### src/rtl/smult_arbiter.sv
// Round-robin arbiter sharing one registered signed multiplier between two requesters.
// Operands are held on the multiplier during a response stall, so mult_result is the response.
module smult_arbiter #(
    parameter int N = 8
) (
    input  logic           clk,
    input  logic           rst,
    input  logic           req0_valid,
    output logic           req0_ready,
    input  logic [N-1:0]   req0_a,
    input  logic [N-1:0]   req0_b,
    input  logic           req1_valid,
    output logic           req1_ready,
    input  logic [N-1:0]   req1_a,
    input  logic [N-1:0]   req1_b,
    output logic           resp0_valid,
    input  logic           resp0_ready,
    output logic           resp1_valid,
    input  logic           resp1_ready,
    output logic [2*N-1:0] resp_result,
    output logic [N-1:0]   mult_a,
    output logic [N-1:0]   mult_b,
    input  logic [2*N-1:0] mult_result
);

    logic         prio_q, prio_d;
    logic         rv_q, rv_d;
    logic         rid_q, rid_d;
    logic [N-1:0] op_a_q, op_a_d;
    logic [N-1:0] op_b_q, op_b_d;

    logic         take;
    logic         can_accept;
    logic         gnt_any;
    logic         gnt_id;
    logic         accept;
    logic [N-1:0] sel_a;
    logic [N-1:0] sel_b;

    always_comb begin
        take       = rv_q && (rid_q ? resp1_ready : resp0_ready);
        can_accept = !rst && (!rv_q || take);
        gnt_any    = req0_valid || req1_valid;
        gnt_id     = (req0_valid && req1_valid) ? prio_q : req1_valid;
        req0_ready = can_accept && gnt_any && !gnt_id;
        req1_ready = can_accept && gnt_any && gnt_id;
        // The granted requester is always valid, so a grant inside the window is an accept.
        accept     = can_accept && gnt_any;
        sel_a      = gnt_id ? req1_a : req0_a;
        sel_b      = gnt_id ? req1_b : req0_b;

        prio_d = prio_q;
        rv_d   = rv_q;
        rid_d  = rid_q;
        op_a_d = op_a_q;
        op_b_d = op_b_q;
        if (accept) begin
            op_a_d = sel_a;
            op_b_d = sel_b;
            rid_d  = gnt_id;
            rv_d   = 1'b1;
            prio_d = !gnt_id;
        end else if (take) begin
            rv_d = 1'b0;
        end

        if (rst) begin
            mult_a = '0;
            mult_b = '0;
        end else if (accept) begin
            mult_a = sel_a;
            mult_b = sel_b;
        end else begin
            mult_a = op_a_q;
            mult_b = op_b_q;
        end

        resp_result = mult_result;
        resp0_valid = rv_q && !rid_q;
        resp1_valid = rv_q && rid_q;
    end

    always_ff @(posedge clk) begin
        if (rst) begin
            prio_q <= 1'b0;
            rv_q   <= 1'b0;
            rid_q  <= 1'b0;
            op_a_q <= '0;
            op_b_q <= '0;
        end else begin
            prio_q <= prio_d;
            rv_q   <= rv_d;
            rid_q  <= rid_d;
            op_a_q <= op_a_d;
            op_b_q <= op_b_d;
        end
    end

endmodule

### config.mk
export PLATFORM = sky130hd
export DESIGN_NAME = smult_arbiter
export DESIGN_NICKNAME = d
export VERILOG_FILES = /design/src/rtl/smult_arbiter.sv
export SDC_FILE = /design/constraint.sdc
export NUM_CORES = 1
export LEC_CHECK = 0
export CORE_MARGIN = 1
export CORE_UTILIZATION = 32
export DETAILED_ROUTE_END_ITERATION = 10
export GPL_TIMING_DRIVEN = 0
export PLACE_DENSITY_LB_ADDON = 0.08
export SETUP_SLACK_MARGIN = 0.1
export SYNTH_ARGS = -nofsm -noshare
export SYNTH_HDL_FRONTEND = slang
export SYNTH_SLANG_ARGS = --single-unit
export TNS_END_PERCENT = 20
### constraint.sdc
create_clock -name clk -period 1.8 [get_ports clk]
set_input_delay 0.27 -clock clk [delete_from_list [all_inputs] [get_ports clk]]
set_output_delay 0.27 -clock clk [all_outputs]
set_load 0.1 [all_outputs]
==> flow_summary.json <==
{
  "cts_htree_levels": 1,
  "cts_tree": "yes",
  "nets_in_the_synthesized_netlist": 160,
  "via_count": 1067,
  "detailedRoute.firstPassIterationCount": 4,
  "timing.final.setup_violations": 18,
  "worstRegToRegCells": 5,
  "pin_count": 90,
  "critPathBufInv": 2,
  "critPathArrivalTime_ns": 1.84,
  "design.die.area_mm2": 0.003522,
  "number_of_distinct_library_cell_variants_in_the_gate_level_netlist_after_synthesis": 21,
  "final.hold.worst_slack_ns": 0.4367,
  "numCtsBuffers": 3,
  "criticalPathCategory": "flop to output port",
  "power-per-cell-area_mw_per_mm2": 774.3,
  "finClkSkew_ns": 0.007844,
  "grt_pass1_wl_mm": 4.899,
  "synthTopCellsByArea": "sky130_fd_sc_hd__dfxtp_1, sky130_fd_sc_hd__mux2i_1, sky130_fd_sc_hd__buf_4",
  "synth.largest_area_cell": "sky130_fd_sc_hd__dfxtp_1",
  "grt_start_max_net_pins": 12,
  "timing.critical_path.max_delay_family": "compound AO/OA/AOI/OAI gates",
  "crit_required_ns": 1.53,
  "placement_rows": 20,
  "final_max_slew_viol_count": 0,
  "design.core.area_mm2": 0.003078,
  "grt_setup_unrepaired": "yes",
  "failed_checks": "setup timing",
  "ys_async_sr_fraction_pct": 0,
  "syn2layout_area_growth_pct": 120.5,
  "drive_gt1_share_pct": 56.91,
  "run_status": "finished with violations",
  "globalplace.congestion": 0.7203,
  "hold_depth": 2,
  "crit_share_post_route_pct": 117.2,
  "tritoncts_num_sinks": 19,
  "synth.top_cell.area_share_pct": 36.15,
  "avg_synthesized_cell_area_um2": 9.927,
  "number_of_enable_type_register_cells_in_the_synthesized_netlist": 0,
  "vias_in_the_first_global_route": 1096,
  "worstPathMaxFanout": 10,
  "largest_stage_delay_worst_path_ns": 0.38,
  "clock_insertion_delay_worst_skew_ns": 0.30,
  "worstSetupEndpointType": "output port",
  "die_height_um": 59.35,
  "synth.yosys.warnings": 0,
  "min_period_ns": 2.109,
  "grt_util_all_layers_pct": 19.08,
  "detail_route.wl_per_cell_um": 13.16,
  "critPathLaunchType": "flop",
  "initial_utilization_pct": 34.19,
  "worst_setup_hold_path_clk_slew_ns": 0.11,
  "critical_path_depth_in_cells": 6,
  "report.power.total_uw": 1796,
  "achievable-frequency_mhz": 474.2,
  "detail_route.wirelength_mm": 3.052,
  "antenna_left": 0,
  "insertedDiodeCount": 0,
  "drc": 0,
  "worst_margin_pin_slew_ns": 0.4871,
  "synth.ff_latch_count": 19,
  "max_capacitance_violation_count": 0,
  "synth_seq_area_share_pct": 36.15,
  "cts-root-buf": "sky130_fd_sc_hd__clkbuf_4",
  "hold_class": "primary input to flop",
  "post_drt_via_cell_ratio": 4.599,
  "number_of_antenna_violations_at_the_first_check_in_global_routing": 0,
  "hold_violations": 0,
  "num-nets-final": 243,
  "fin_ws_ns": -0.3089,
  "critical_path.cell_chain": "mux2i_4, a21oi_4, buf_6, nor2_1, a211oi_4, buf_12",
  "die_w_um": 59.35,
  "critPathSlowestCell": "sky130_fd_sc_hd__dfxtp_4",
  "synthesized_cell_area_mm2": 0.001052,
  "synthFlopType": "sky130_fd_sc_hd__dfxtp_1",
  "max_slew_margin_vs_limit_pct": 67.75,
  "vdd_ir_drop_max_v": 0.0004422,
  "detailedPlacementHpwl_mm": 2.225,
  "ctsLongestPathBuffers": 2,
  "p_leak_uw": 0.0009445,
  "drt_iter0_markers": 19,
  "io_buffer_count": 73,
  "postSynthCellCount": 106,
  "grt.overflow.total": 0
}
-- logic make-up (layout without fill, tap and decap cells) --
| family | count (synthesis) | count (layout) | synth area share [%] |
|---|---|---|---|
| mux | 17 | 17 | 16.17 |
| buf+inv | 24 | 106 | 16.53 |
| flops | 19 | 19 | 36.15 |
| simple gates | 24 | 24 | 9.989 |
| compound gates | 22 | 22 | 21.17 |
-- cell usage after synthesis, types with 2 or more instances --
cell and instances:
sky130_fd_sc_hd__nor2_1 17, sky130_fd_sc_hd__a211oi_1 6, sky130_fd_sc_hd__a21oi_1 2, sky130_fd_sc_hd__buf_4 17, sky130_fd_sc_hd__nand2_1 3, sky130_fd_sc_hd__dfxtp_1 19, sky130_fd_sc_hd__mux2i_1 17, sky130_fd_sc_hd__buf_2 3
sky130_fd_sc_hd__a211oi_2 10
-- power breakdown --
group | internal (uW) | total, uW | switching (uW) | leakage, uW
Clock | 82.8 | 212 | 129 | 0.0000177
Sequential | 463 | 483 | 19.7 | 0.000159
Combinational | 416 | 1100 | 685 | 0.000768
-- worst paths after layout --
path / startpoint / slack [ns] / endpoint
min reg2reg: prio_q / 0.52 / prio_q
max reg2reg: rid_q / 0.37 / op_b_q[2]
min: req1_valid / 0.44 / prio_q
max: rid_q / -0.31 / mult_b[2]
-- area by class of cell --
type                            instances  area (um^2)
Timing Repair Buffer                   78        924.6
Fill cell                             233        758.2
Multi-Input combinational cell         63        730.7
Sequential cell                        19        385.4
Buffer                                 22        188.9
Tap cell                               44        55.05
Clock buffer                            3        22.52
Inverter                                2        7.507
Clock inverter                          1        5.005
-- placed cells by master, fill, tap and decap left out --
| cell type | count |
|---|---|
| sky130_fd_sc_hd__nand2_1 | 3 |
| sky130_fd_sc_hd__and2_1 | 1 |
| sky130_fd_sc_hd__nor3b_4 | 1 |
| sky130_fd_sc_hd__o21ai_4 | 1 |
| sky130_fd_sc_hd__and4_2 | 1 |
| sky130_fd_sc_hd__dfxtp_4 | 1 |
| sky130_fd_sc_hd__nor2_1 | 13 |
| sky130_fd_sc_hd__bufbuf_16 | 1 |
| sky130_fd_sc_hd__inv_1 | 1 |
| sky130_fd_sc_hd__a21oi_1 | 2 |
| sky130_fd_sc_hd__mux2i_4 | 1 |
| sky130_fd_sc_hd__a311oi_1 | 1 |
| sky130_fd_sc_hd__a21oi_4 | 1 |
| sky130_fd_sc_hd__clkbuf_4 | 3 |
| sky130_fd_sc_hd__a31o_2 | 1 |
| sky130_fd_sc_hd__buf_2 | 2 |
| sky130_fd_sc_hd__dlygate4sd2_1 | 2 |
| sky130_fd_sc_hd__mux2i_2 | 11 |
| sky130_fd_sc_hd__dfxtp_2 | 1 |
| sky130_fd_sc_hd__clkinv_2 | 1 |
| sky130_fd_sc_hd__a211oi_4 | 16 |
| sky130_fd_sc_hd__buf_12 | 19 |
| sky130_fd_sc_hd__buf_6 | 4 |
| sky130_fd_sc_hd__clkdlybuf4s50_1 | 35 |
| sky130_fd_sc_hd__dfxtp_1 | 17 |
| sky130_fd_sc_hd__mux2i_1 | 5 |
| sky130_fd_sc_hd__nor2_2 | 4 |
| sky130_fd_sc_hd__buf_4 | 37 |
| sky130_fd_sc_hd__nor2b_1 | 1 |
| sky130_fd_sc_hd__inv_2 | 1 |
-- per-stage QoR --
stage / cell area [um^2] / util [%] / TNS (ns) / std cells / setup slack (ns)
floorplan: 1281 / - / -8.200 / 106 / -0.3015
global placement: 2067 / 67.15 / -27.29 / 223 / -1.482
detailed placement: 2067 / 67.15 / -28.25 / 223 / -1.508
CTS: 2308 / 75.00 / -4.961 / 231 / -0.3364
global route: 2320 / 75.37 / -6.108 / 232 / -0.4003
finish: 2320 / 75.37 / -4.478 / 232 / -0.3089
-- state kept, by name (all words and copies together), names as in the netlist --
signal,flops
rv_q,1
op_a_q,8
rid_q,1
prio_q,1
op_b_q,8
-- routing by layer --
| metal | vias up | routed length, um | GRT usage, % |
|---|---|---|---|
| met5 | - | 0 | 0 |
| met4 | 0 | 42 | 6.463 |
| met3 | 4 | 288 | 5.459 |
| met2 | 65 | 1614 | 34.19 |
| met1 | 488 | 1106 | 21.45 |
| li1 | 510 | - | - |
-- timing repair --
action,CTS,global route
setup buffers,3,1
gates resized for setup,194,1
pin swaps,2,2
cloned,1,0
setup endpoints to repair,42,18
hold buffers,0,0
(Power assumes the default switching activity.)
